--- src/rtl/noc_pkg.sv ---
// Shared flit layout, route codes and the XY routing function for the NoC router.
package noc_pkg;

    localparam int unsigned FLIT_W     = 16;
    localparam int unsigned COORD_W    = 4;
    localparam int unsigned ROUTE_W    = 3;
    localparam int unsigned COUNT_W    = 5;
    localparam int unsigned DEST_X_HI  = 15;
    localparam int unsigned DEST_X_LO  = 12;
    localparam int unsigned DEST_Y_HI  = 11;
    localparam int unsigned DEST_Y_LO  = 8;
    localparam int unsigned PAYLOAD_HI = 7;
    localparam int unsigned PAYLOAD_LO = 0;

    typedef enum logic [ROUTE_W-1:0] {
        NORTH = 3'd0,
        SOUTH = 3'd1,
        EAST  = 3'd2,
        WEST  = 3'd3,
        LOCAL = 3'd4
    } route_e;

    // Dimension-ordered routing: resolve X first, then Y, else deliver locally.
    function automatic route_e xy_route(
        input logic [COORD_W-1:0] dest_x,
        input logic [COORD_W-1:0] dest_y,
        input logic [COORD_W-1:0] x_id,
        input logic [COORD_W-1:0] y_id
    );
        route_e r;
        if (dest_x > x_id)      r = EAST;
        else if (dest_x < x_id) r = WEST;
        else if (dest_y > y_id) r = NORTH;
        else if (dest_y < y_id) r = SOUTH;
        else                    r = LOCAL;
        return r;
    endfunction

endpackage

--- src/rtl/flit_fifo.sv ---
// First-word-fall-through flit buffer with explicit occupancy count and sticky underflow flag.
module flit_fifo
    import noc_pkg::*;
#(
    parameter int unsigned DEPTH = 4,
    parameter int unsigned W     = FLIT_W
) (
    input  logic               clk,
    input  logic               rst,
    input  logic [W-1:0]       data_i,
    input  logic               valid_i,
    output logic               ready_o,
    input  logic               pop_req_i,
    output logic [W-1:0]       q_o,
    output logic               req_valid_o,
    output logic [COUNT_W-1:0] count_o,
    output logic               underflow_o
);

    localparam int unsigned      PTR_W    = $clog2(DEPTH);
    localparam logic [COUNT_W-1:0] FULL_CNT = COUNT_W'(DEPTH);

    logic [W-1:0]       mem [DEPTH];
    logic [PTR_W-1:0]   wr_ptr;
    logic [PTR_W-1:0]   rd_ptr;
    logic [COUNT_W-1:0] count;
    logic               underflow;
    logic               do_push;
    logic               do_pop;

    // Handshakes qualify only on registered occupancy; reset masks both.
    assign do_push = valid_i   && (count != FULL_CNT) && !rst;
    assign do_pop  = pop_req_i && (count != '0)       && !rst;

    always_ff @(posedge clk) begin
        if (do_push) mem[wr_ptr] <= data_i;
    end

    always_ff @(posedge clk) begin
        if (rst) begin
            wr_ptr    <= '0;
            rd_ptr    <= '0;
            count     <= '0;
            underflow <= 1'b0;
        end else begin
            if (do_push) wr_ptr <= wr_ptr + PTR_W'(1);
            if (do_pop)  rd_ptr <= rd_ptr + PTR_W'(1);
            case ({do_push, do_pop})
                2'b10:   count <= count + COUNT_W'(1);
                2'b01:   count <= count - COUNT_W'(1);
                default: count <= count;
            endcase
            if (pop_req_i && (count == '0)) underflow <= 1'b1;
        end
    end

    assign count_o     = count;
    assign ready_o     = (count != FULL_CNT);
    assign req_valid_o = (count != '0);
    assign underflow_o = underflow;
    assign q_o         = req_valid_o ? mem[rd_ptr] : '0;

endmodule

--- src/rtl/noc_input_port.sv ---
// Router input port: buffers incoming flits and computes the XY output-port code of the head flit.
module noc_input_port
    import noc_pkg::*;
#(
    parameter int unsigned X_ID  = 0,
    parameter int unsigned Y_ID  = 0,
    parameter int unsigned DEPTH = 4
) (
    input  logic                clk,
    input  logic                rst,
    input  logic [FLIT_W-1:0]   data_i,
    input  logic                valid_i,
    output logic                ready_o,
    input  logic                pop_req_i,
    output logic [FLIT_W-1:0]   q_o,
    output logic [ROUTE_W-1:0]  address_route_o,
    output logic                req_valid_o,
    output logic [COUNT_W-1:0]  count_o,
    output logic                underflow_o
);

    localparam logic [COORD_W-1:0] X_COORD = COORD_W'(X_ID);
    localparam logic [COORD_W-1:0] Y_COORD = COORD_W'(Y_ID);

    logic [FLIT_W-1:0] head;
    logic              head_valid;
    route_e            route;

    flit_fifo #(
        .DEPTH (DEPTH),
        .W     (FLIT_W)
    ) u_fifo (
        .clk         (clk),
        .rst         (rst),
        .data_i      (data_i),
        .valid_i     (valid_i),
        .ready_o     (ready_o),
        .pop_req_i   (pop_req_i),
        .q_o         (head),
        .req_valid_o (head_valid),
        .count_o     (count_o),
        .underflow_o (underflow_o)
    );

    // Empty buffer reports LOCAL regardless of this router's coordinates.
    always_comb begin
        route = LOCAL;
        if (head_valid) begin
            route = xy_route(head[DEST_X_HI:DEST_X_LO], head[DEST_Y_HI:DEST_Y_LO],
                             X_COORD, Y_COORD);
        end
    end

    assign q_o             = head;
    assign req_valid_o     = head_valid;
    assign address_route_o = route;

endmodule

--- config.mk ---
export PLATFORM = sky130hd
export DESIGN_NAME = noc_input_port
export DESIGN_NICKNAME = d
export VERILOG_FILES = /design/src/rtl/noc_pkg.sv /design/src/rtl/flit_fifo.sv /design/src/rtl/noc_input_port.sv
export SDC_FILE = /design/constraint.sdc
export NUM_CORES = 1
export LEC_CHECK = 0
export CORE_UTILIZATION = 50
export CTS_BUF_LIST = sky130_fd_sc_hd__clkbuf_2
export DETAILED_ROUTE_END_ITERATION = 7
export PLACE_DENSITY_LB_ADDON = 0.2
export REMOVE_ABC_BUFFERS = 1
export SYNTH_ARGS = -nofsm -noshare
export SYNTH_HDL_FRONTEND = slang
export SYNTH_HIERARCHICAL = 1
export SYNTH_SLANG_ARGS = --single-unit
--- constraint.sdc ---
create_clock -name clk -period 2.6 [get_ports clk]
set_input_delay 0.52 -clock clk [delete_from_list [all_inputs] [get_ports clk]]
set_output_delay 0.52 -clock clk [all_outputs]
set_load 0.02 [all_outputs]
## Word level (Yosys, flattened, before mapping)

Memories as Yosys holds them, arrays and structs flattened. A register that Yosys moved wholly into a read port is not among the register bits.
Index checks and enable logic that the tools add are counted.

| storage, ports and cells | value |
|---|---|
| bits in registers | 10 |
| bits in writable memories | 64 |
| output and inout port bits | 27 |
| memories | 1 |

Memory list:

| name | words | bits a word | rd ports | clocked after Yosys merged registers in | wr ports | RTL line | text |
|---|---|---|---|---|---|---|---|
| u_fifo.mem | 4 | 16 | 1 | 1 | 1 | flit_fifo.sv:23 | `logic [W-1:0] mem [DEPTH];` |

| operators by class | value |
|---|---|
| $add $sub $neg | 4 |
| $lt $le $gt $ge | 4 |
| eq/ne operators | 3 |
| mux-type cells | 11 |
| reductions and logical operators | 9 |

Operator list:

| operator | count |
|---|---|
| 2-to-1 mux 16 bit | 1 |
| 2-to-1 mux 3 bit | 5 |
| case mux 5 bit (2 select lines) | 1 |
| greater-than comparator 4 x 1 -> 1 bit, second input constant | 2 |
| < comparator 4 x 1 -> 1 bit, second input constant | 2 |
| adder 5 x 1 -> 5 bit, second input constant | 1 |
| logical AND 1 bit | 5 |
| logical NOT 5 bit | 1 |
| != test 5 x 3 -> 1 bit, second input constant | 1 |
| nonzero test 5 bit | 1 |
| subtractor 5 x 1 -> 5 bit, second input constant | 1 |
| adder 2 x 1 -> 2 bit, second input constant | 2 |
| 2-to-1 mux 2 bit | 2 |
| == test 2 x 1 -> 1 bit, second input constant | 1 |
| == test 2 bit, second input constant | 1 |
| 2-to-1 mux 1 bit | 2 |
| nonzero test 2 bit | 1 |
| logical NOT 1 bit | 1 |

## Logic depth before layout (Yosys ltp)

Gate-level depths: netlist of the first run.

| logic depth | value |
|---|---|
| depth after elaboration | 8 |
| gate-level depth with buffers | 13 |

## Cells and area by module

Netlist of the first run, hierarchy kept.

Modules (own cells, without submodules):

| module | times used | cells an instance | area an instance (um2) | sequential area each (um2) |
|---|---|---|---|---|
| flit_fifo | 1 | 182 | 3145.5 | 2162.1 |
| noc_input_port | 1 | 5 | 35.0 | 0.0 |

## Worst setup path before layout of the first run

Ideal clock, no wire load.

| timing | value |
|---|---|
| path type | register -> output |
| start | reg with a tool-made name |
| end | out address_route_o[2] |
| data arrival time | 2377 ps |
| required time | 2080 ps |
| setup slack | -297 ps |
| stages on the path, launching flop included | 7 |
| path buffers | 2 |
| cells stage by stage | dfxtp_1 > buf_2 > buf_4 > mux4_2 > nor2b_1 > o41a_1 > a21oi_1 |

RTL lines:

| element | RTL line | text |
|---|---|---|
| end: declaration | noc_input_port.sv:16 | `output logic [ROUTE_W-1:0] address_route_o,` |

## Final worst setup path of the first run

| timing | value |
|---|---|
| start | reg u_fifo.count[4] (netlist: u_fifo/count_o[4]) |
| end | out address_route_o[2] |

| between the ends | value |
|---|---|
| word-level cells in the longest chain between the ends | 8 |

Ends and longest elaborated chain:

| element | RTL line | text |
|---|---|---|
| start: declaration | flit_fifo.sv:26 | `logic [COUNT_W-1:0] count;` |
| start signal: assignment | flit_fifo.sv:49 | `2'b10: count <= count + COUNT_W'(1);` |
| start signal: assignment | flit_fifo.sv:50 | `2'b01: count <= count - COUNT_W'(1);` |
| start signal: assignment | flit_fifo.sv:51 | `default: count <= count;` |
| nonzero test 5 bit (*) | flit_fifo.sv:59 | `assign req_valid_o = (count != '0);` |
| 2-to-1 mux 16 bit | flit_fifo.sv:61 | `assign q_o = req_valid_o ? mem[rd_ptr] : '0;` |
| < comparator 4 x 1 -> 1 bit | noc_pkg.sv:34 | `else if (dest_y < y_id) r = SOUTH;` |
| 2-to-1 mux 3 bit | noc_pkg.sv:34 |  |
| 2-to-1 mux 3 bit | noc_pkg.sv:33 | `else if (dest_y > y_id) r = NORTH;` |
| 2-to-1 mux 3 bit | noc_pkg.sv:32 | `else if (dest_x < x_id) r = WEST;` |
| 2-to-1 mux 3 bit | noc_pkg.sv:31 | `if (dest_x > x_id) r = EAST;` |
| 2-to-1 mux 3 bit (*) | noc_input_port.sv:48 | `if (head_valid) begin` |

Every way passes the cells marked *; elsewhere a longest branch is shown, timed or not.

==> results.toml, run 1 <==
[cts]
clk_latency_ns = 0.47
tritoncts = "done"
path_clk_slew_ns = 0.20
cts_buffers = 9
clk_path_buf_depth = 2
h-tree-depth = 3
cts_root_buffer = "clkbuf_2"
hold_buffers = 0
clkSinkCount = 76

[die]
core_um2 = 6030
ioPinCount = 47
die_y_um = 81.8
die_x_um = 81.8
row_count = 28
initial_core_util = 0.528
dieArea_um2 = 6680

[logic_synthesis]
syn-mean-instance-area_um2 = 17.0
netlist_top_cells_area = "edfxtp_1 60%, mux4_2 11%, dfxtp_1 7.6%"
synth_top_area_frac = 0.604
yosysTopAreaCell = "edfxtp_1"
synthCells = 187
synth_edf_count = 64
yosys_most_used_dff = "edfxtp_1"
synth_async_sr_flop_share = 0
yosysWarnings = 6
synth.distinct_cells = 39
syn_area_um2 = 3180
ys_seq_area_frac = 0.680
ys_seq_elements = 76

[layout]
multi_input_area_um2 = 988
final_common_cell = "edfxtp_1"
diodes = 0
layout_common_cells = "64 x edfxtp_1, 32 x buf_4, 26 x clkdlybuf4s50_1"
area_delta_synth_final_pct = 31.3
drive_above_1_share = 0.394
regArea_um2 = 2170
n_fill_cell = 403
stdcell_count = 352
final_nets = 299
postLayoutCellArea_um2 = 4180

[setup_path]
crit_type = "reg2out"
cp_slowest_cell = "or4_4"
startpoint_type = "flop"
cp.arrival_ns = 2.46
cp.required_ns = 2.08
crit_fanout = 7
cpPeakStageDelay_ns = 0.57
crit_top_cell = "or4_4"
path_cells = "or4_4 > nor2_8 > nor2b_2 > or4_4 > a21oi_2 > buf_6"
worstRegToRegCells = 13
crit_path_end_kind = "primary output"

[timing]
drv_slew = 0
finClkSkew_ns = 0.0222
fin_crit_sh = 1.14
setup_viol = 7
rsz0062_at_grt = "yes"
fin_ws_ns = -0.377
hold_viol = 0
period_needed_ns = 2.98
fmax_ghz = 0.336

[global_routing]
antenna_found_initial = 0
grt.total_usage = 0.190
grtUsageMet2 = 0.339
grt_pass1_vias = 1863
grt_max_degree = 17
top_usage_layer = "met2"
use_met3 = 0.0411
grt_pass1_wl_mm = 8.97
grtUsageMet1 = 0.222
overflow = 0

[power_and_ir_drop]
swShare = 0.275
combPwrFrac = 0.303
leakagePower_nw = 1.53
irDropWorstVdd_mv = 0.431
pwr_density_cell_nw_per_um2 = 722
power.switching_mw = 0.829
pwr-share-clk = 0.232
p_seq_frac = 0.464
p_int_mw = 2.19

[routing]
drcViolationCount = 0
routedWlPerCell_um = 16.1
avgViaCountPerCell = 5.31
drtIter0Drc = 107
first_pass_iters = 4
detail-route-antenna-nets = 0
num_vias = 1870
finalWirelength_mm = 5.67

[placement]
place_area_um2 = 3990
port_buffers = 45
dp.cells = 333
hpwl_mm = 3.91
gp_congestion = 0.700

[worst_hold_path]
hold_path.class = "reg2reg"
hold_depth = 2

[outcome]
status = "finished, violations left"
violations = "negative setup slack"

[run]
max_cap_violations = 0
[metrics by stage]
stage           util  power, mW  setup WS [ns]  hold WS [ns]  TNS [ns]
6_report       0.693       3.02         -0.377         0.520     -1.29
5_1_grt        0.693       3.16         -0.526         0.538     -2.90
4_1_cts        0.686       3.00         -0.447         0.513     -1.59
3_5_place_dp   0.663       2.30         -0.347         0.468     -1.21
3_3_place_gp   0.663       2.29         -0.330         0.479     -1.06
2_1_floorplan      -       1.86         -0.511         0.485    -0.896
[critical path, delay by kind of cell, from the launching register on]
kind / cells / cell delay (ns)
AO/OA/AOI/OAI: 1 / 0.14
buffers and inverters: 1 / 0.13
flip-flops: 1 / 0.36
AND/OR/NAND/NOR: 4 / 1.35
[final timing paths]
path                                          from                  to  slack (ns)
worst min register to register  u_fifo/underflow_o  u_fifo/underflow_o        0.52
worst min-delay path            u_fifo/underflow_o  u_fifo/underflow_o        0.52
worst max register to register   u_fifo/count_o[4]   u_fifo/count_o[4]       -0.31
worst max-delay path             u_fifo/count_o[4]  address_route_o[2]       -0.38
[area by class of cell]
| cell class | instances | area share |
|---|---|---|
| Timing Repair Buffer | 84 | 0.185 |
| Inverter | 4 | 0.00359 |
| Sequential cell | 76 | 0.519 |
| Clock buffer | 10 | 0.0120 |
| Tap cell | 75 | 0.0225 |
| Clock inverter | 6 | 0.0213 |
| Multi-Input combinational cell | 97 | 0.237 |
[synth_stat cells (3+ instances only)]
cell and n:
a21oi_1 6, and2_1 4, and2b_1 3, dfxtp_1 12, edfxtp_1 64, ha_1 7, inv_1 4, mux4_2 16
nor2_1 11, nor2b_1 18, o21ai_0 4, xor2_1 5
[metal layers]
metal	vias to the layer above	wire (um)	share of wire
met5	-	0	0
met4	0	68	0.012
met3	7	227	0.040
met2	49	3010	0.53
met1	932	2370	0.42
li1	882	-	-
[state kept, by name, indices dropped and copies added (netlist names), named ones only]
register,flops
u_fifo/mem,64
u_fifo/count_o,5
u_fifo/wr_ptr,2
u_fifo/underflow_o,1
u_fifo/rd_ptr,2
[timing repair]
action / 4_1_cts / 5_1_grt
resized for setup: 93 / 19
gates cloned: 0 / 0
pin swaps: 7 / 7
buffers inserted: 2 / 3
setup endpoints to repair: 21 / 22
[power by group through the flow]
stage                     Sequential, mW  Combinational, mW  Clock [mW]
after detailed placement            1.43              0.875           0
after CTS                           1.40              0.883       0.721
after global placement              1.42              0.862           0
after global routing                1.41              0.984       0.772
after floorplan                     1.47              0.389           0
final                               1.40              0.916       0.700
[logic make-up after synthesis]
logic type,after synthesis,share of synthesized area
flops,76,0.680
simple gates,46,0.0901
mux,20,0.127
compound gates,17,0.0334
buf+inv,14,0.0248
fa+ha+maj,7,0.0275
xor+xnor,6,0.0165
other cells,1,0.00118
(Power assumes the default switching activity.)
==> inputs of run 2 (changes only) <==
==> constraint.sdc (replaced) <==
create_clock -name clk -period 2.6 [get_ports clk]
set_input_delay 0.52 -clock clk [delete_from_list [all_inputs] [get_ports clk]]
set_output_delay 0.52 -clock clk [all_outputs]
set_load 0.005 [all_outputs]
==> results.toml, run 2 (same netlist as run 1, synthesis figures left out) <==
[placement]
dpl_worst_slack_ns = -0.276
gp_congestion = 0.730
port_buffers = 45
hpwl_mm = 3.93

[timing]
setup_viol = 10
period_needed_ns = 2.99
fmax_ghz = 0.334
hold_viol = 0
rsz0062_at_grt = "yes"
finClkSkew_ns = 0.0216
setup-tns-final_ns = -1.81
fin_crit_sh = 1.15
fin_ws_ns = -0.392
drv_slew = 0

[die]
row_count = 28
die_y_um = 81.8
initial_core_util = 0.528
die_x_um = 81.8
ioPinCount = 47
core_um2 = 6030
dieArea_um2 = 6680

[cts]
h-tree-depth = 3
clkSinkCount = 76
clk_path_buf_depth = 2
cts_buffers = 9
cts_root_buffer = "clkbuf_2"
clk_latency_ns = 0.47
path_clk_slew_ns = 0.21
tritoncts = "done"

[layout]
top_register = "u_fifo/mem"
regArea_um2 = 2170
multi_input_area_um2 = 1040
diodes = 0
largest_reg_flops = 64
layout_common_cells = "64 x edfxtp_1, 33 x buf_4, 25 x clkdlybuf4s50_1"
area_delta_synth_final_pct = 35.4
n_fill_cell = 393
final_common_cell = "edfxtp_1"
drive_above_1_share = 0.424
final_util = 0.715
final_nets = 310

[worst_hold_path]
hold_path.class = "reg2reg"
min_from = "u_fifo/underflow_o"

[routing]
finalWirelength_mm = 5.84
routedWlPerCell_um = 16.1
drtIter0Drc = 98
drcViolationCount = 0
first_pass_iters = 4
detail-route-antenna-nets = 0
num_vias = 1876
avgViaCountPerCell = 5.17

[power_and_ir_drop]
pwr_density_cell_nw_per_um2 = 686
leakagePower_nw = 1.61
irDropWorstVdd_mv = 0.379

[global_routing]
grt.total_usage = 0.195
grt_max_degree = 17
overflow = 0
grt_pass1_wl_mm = 9.19
antenna_found_initial = 0
grt_pass1_vias = 1882

[outcome]
status = "finished, violations left"
violations = "negative setup slack"

[setup_path]
cp_slowest_cell = "or4_4"
crit_fanout = 5
path_cells = "or4_4 > nor2_8 > buf_6 > nor2b_4 > or4_4 > a21oi_2 > buf_2"
startpoint_type = "flop"
cp.required_ns = 2.08
critPathLaunch = "u_fifo/count_o[1]"
crit_top_cell = "or4_4"
rr_startpoint = "u_fifo/count_o[1]"
crit_path_end_kind = "primary output"
cp.arrival_ns = 2.47
cpPeakStageDelay_ns = 0.55
crit_type = "reg2out"

[run]
max_cap_violations = 0
[run 2: layout make-up]
class | instances | share of cell area
tap | 75 | 0.0218
clock inverter | 6 | 0.0151
timing repair buffer | 95 | 0.204
clock buffer | 10 | 0.0116
sequential | 76 | 0.503
inverter | 4 | 0.00349
multi-input combinational | 97 | 0.241
[run 2: path summary, 6_finish.rpt]
kind | to | slack (ns) | cells past startpoint
worst max-delay path | address_route_o[2] | -0.39 | 7
worst min-delay path | u_fifo/underflow_o | 0.51 | 2
worst min register to register | u_fifo/underflow_o | 0.51 | 2
worst max register to register | u_fifo/count_o[4] | -0.38 | 14
[run 2: repair_timing]
item | 4_1_cts | 5_1_grt
setup endpoints to repair | 21 | 21
pin swaps | 8 | 5
setup buffers | 13 | 4
hold buffers | 0 | 0
resized for setup | 84 | 20
[run 2: critical path, delay by kind of cell, from the launching register on]
kind	cells	cell delay, ns
compound gates	1	0.12
simple gates	4	1.26
buf+inv	2	0.26
flops	1	0.36
[run 2: metrics by stage]
stage	cells	hold slack, ns	power (mW)	cell area [um^2]
after global routing	363	0.571	3.11	4310
after CTS	361	0.512	2.93	4250
after global placement	334	0.466	2.19	4000
after detailed placement	334	0.469	2.20	4000
final	363	0.508	2.95	4310
after floorplan	177	0.460	1.75	3120
[run 2: metal layers]
layer | GRT usage | vias up | share of wire
met5 | 0 | - | 0
met4 | 0.100 | 0 | 0.013
met3 | 0.0311 | 6 | 0.037
met2 | 0.336 | 43 | 0.53
met1 | 0.237 | 919 | 0.42
li1 | - | 908 | -
[run 2: power by group]
| group | switching (mW) | total [mW] | internal, mW |
|---|---|---|---|
| Sequential | 0.0254 | 1.40 | 1.38 |
| Clock | 0.387 | 0.613 | 0.226 |
| Combinational | 0.359 | 0.939 | 0.580 |
==> inputs of run 3 (changes only) <==
Settings changed: CORE_UTILIZATION 50 to 60, PLACE_DENSITY_LB_ADDON 0.2 to 0.3.
Clock period 2.6 ns to 3.5 ns, I/O delays scaled along.
==> results.toml, run 3 (same netlist as run 1, synthesis figures left out) <==
[routing]
avgViaCountPerCell = 5.66
drcViolationCount = 0
routedWlPerCell_um = 18.1
drtIter0Drc = 183
finalWirelength_mm = 5.88
detail-route-antenna-nets = 0
num_vias = 1841
first_pass_iters = 4

[placement]
place_area_um2 = 3720
port_buffers = 45
dpl_worst_slack_ns = 0.0879
hpwl_mm = 3.85
gp_congestion = 0.813
dp.cells = 301

[timing]
finClkSkew_ns = 0.0179
period_needed_ns = 3.36
setup-tns-final_ns = 0
hold_viol = 0
fin_ws_ns = 0.140
drv_slew = 0
fin_crit_sh = 0.960
slew_headroom = 0.531
worst_slew_pin_slew_ns = 0.702
setup_viol = 0
fmax_ghz = 0.298
rsz0062_at_grt = "no"

[worst_hold_path]
hold_depth = 2
hold_path.class = "reg2reg"

[setup_path]
cp.arrival_ns = 2.66
crit_type = "reg2out"
worstRegToRegCells = 10
startpoint_type = "flop"
r2r_slack_ns = 0.42
crit_path_end_kind = "primary output"
cp.required_ns = 2.80
crit_fanout = 5

[global_routing]
grt_pass1_vias = 1858
grt_pass1_wl_mm = 9.32
grt.total_usage = 0.238
grt_max_degree = 17
overflow = 0
antenna_found_initial = 0

[power_and_ir_drop]
power.total_mw = 1.93
leakagePower_nw = 1.34
pwr_density_cell_nw_per_um2 = 498
irDropWorstVdd_mv = 0.307

[layout]
regArea_um2 = 2170
multi_input_area_um2 = 955
layout_common_cells = "64 x edfxtp_1, 44 x clkdlybuf4s50_1, 18 x nor2b_1"
final_common_cell = "edfxtp_1"
top_register = "u_fifo/mem"
postLayoutCellArea_um2 = 3880
final_nets = 278
drive_above_1_share = 0.216
area_delta_synth_final_pct = 21.9
diodes = 0
stdcell_count = 325
n_fill_cell = 306
largest_reg_flops = 64

[cts]
clk_latency_ns = 0.48
cts_buffers = 9
h-tree-depth = 3
cts_root_buffer = "clkbuf_2"
clk_path_buf_depth = 2
tritoncts = "done"
path_clk_slew_ns = 0.19
clkSinkCount = 76

[run]
max_cap_violations = 0

[die]
core_um2 = 5110
dieArea_um2 = 5600
ioPinCount = 47
die_y_um = 74.8
row_count = 26
die_x_um = 74.8
initial_core_util = 0.623

[outcome]
status = "finished, final reports clean"
[run 3: cell count changes in the layout (fill, tap and decap cells not counted), sizes merged]
cell | before | now
nor2 | 12 | 13
bufinv | 1 | 0
buf | 61 | 17
dlymetal6s2s | 1 | 0
clkinvlp | 1 | 0
clkbuf | 15 | 11
clkdlybuf4s15 | 2 | 0
clkdlybuf4s50 | 25 | 44
[run 3: power by group]
part | total [mW] | leakage (nW) | switching, mW | internal [mW]
sequential | 1.05 | 0.681 | 0.0236 | 1.02
clock | 0.358 | 0.0566 | 0.268 | 0.0893
combinational | 0.526 | 0.604 | 0.218 | 0.308
total | 1.93 | 1.34 | 0.510 | 1.42
[run 3: cell type report]
type                       count  share of cell area
sequential                    76               0.560
multi-input combinational     98               0.246
clock buffer                  11              0.0142
timing repair buffer          62               0.149
clock inverter                 4             0.00452
tap                           70              0.0226
inverter                       4             0.00387
[run 3: final timing paths]
path | startpoint | endpoint
worst max-delay path | u_fifo/count_o[0] | address_route_o[1]
worst min-delay path | u_fifo/underflow_o | u_fifo/underflow_o
worst max register to register | u_fifo/count_o[2] | u_fifo/count_o[4]
worst min register to register | u_fifo/underflow_o | u_fifo/underflow_o
[run 3: what timing repair did]
item | in CTS | in global routing
hold buffers | 0 | 0
setup buffers | 6 | 2
resized for setup | 6 | 0
endpoints found under the setup margin | 2 | 2
hold endpoints to repair | 0 | 0
gates cloned | 1 | 0
pin swaps | 3 | 2
[run 3: metrics by stage]
stage,utilization,hold WS (ns)
CTS,0.756,0.551
global placement,0.729,0.485
global route,0.759,0.560
floorplan,-,0.460
finish,0.759,0.557
detailed placement,0.729,0.521
[run 3: metal layers]
layer  part of all wire  vias to the layer above  track usage
met5                  0                        -            0
met4              0.012                        0       0.0713
met3              0.054                        8       0.0669
met2               0.53                       64        0.398
met1               0.40                      924        0.307
li1                   -                      845            -
[run 3: critical path: stages, from the launching register on]
cell and delay, ns:
dfxtp_4 0.38, or4_4 0.60, nor2_8 0.15, buf_4 0.13
nor2b_1 0.04, o41a_1 0.43, clkdlybuf4s50_1 0.46
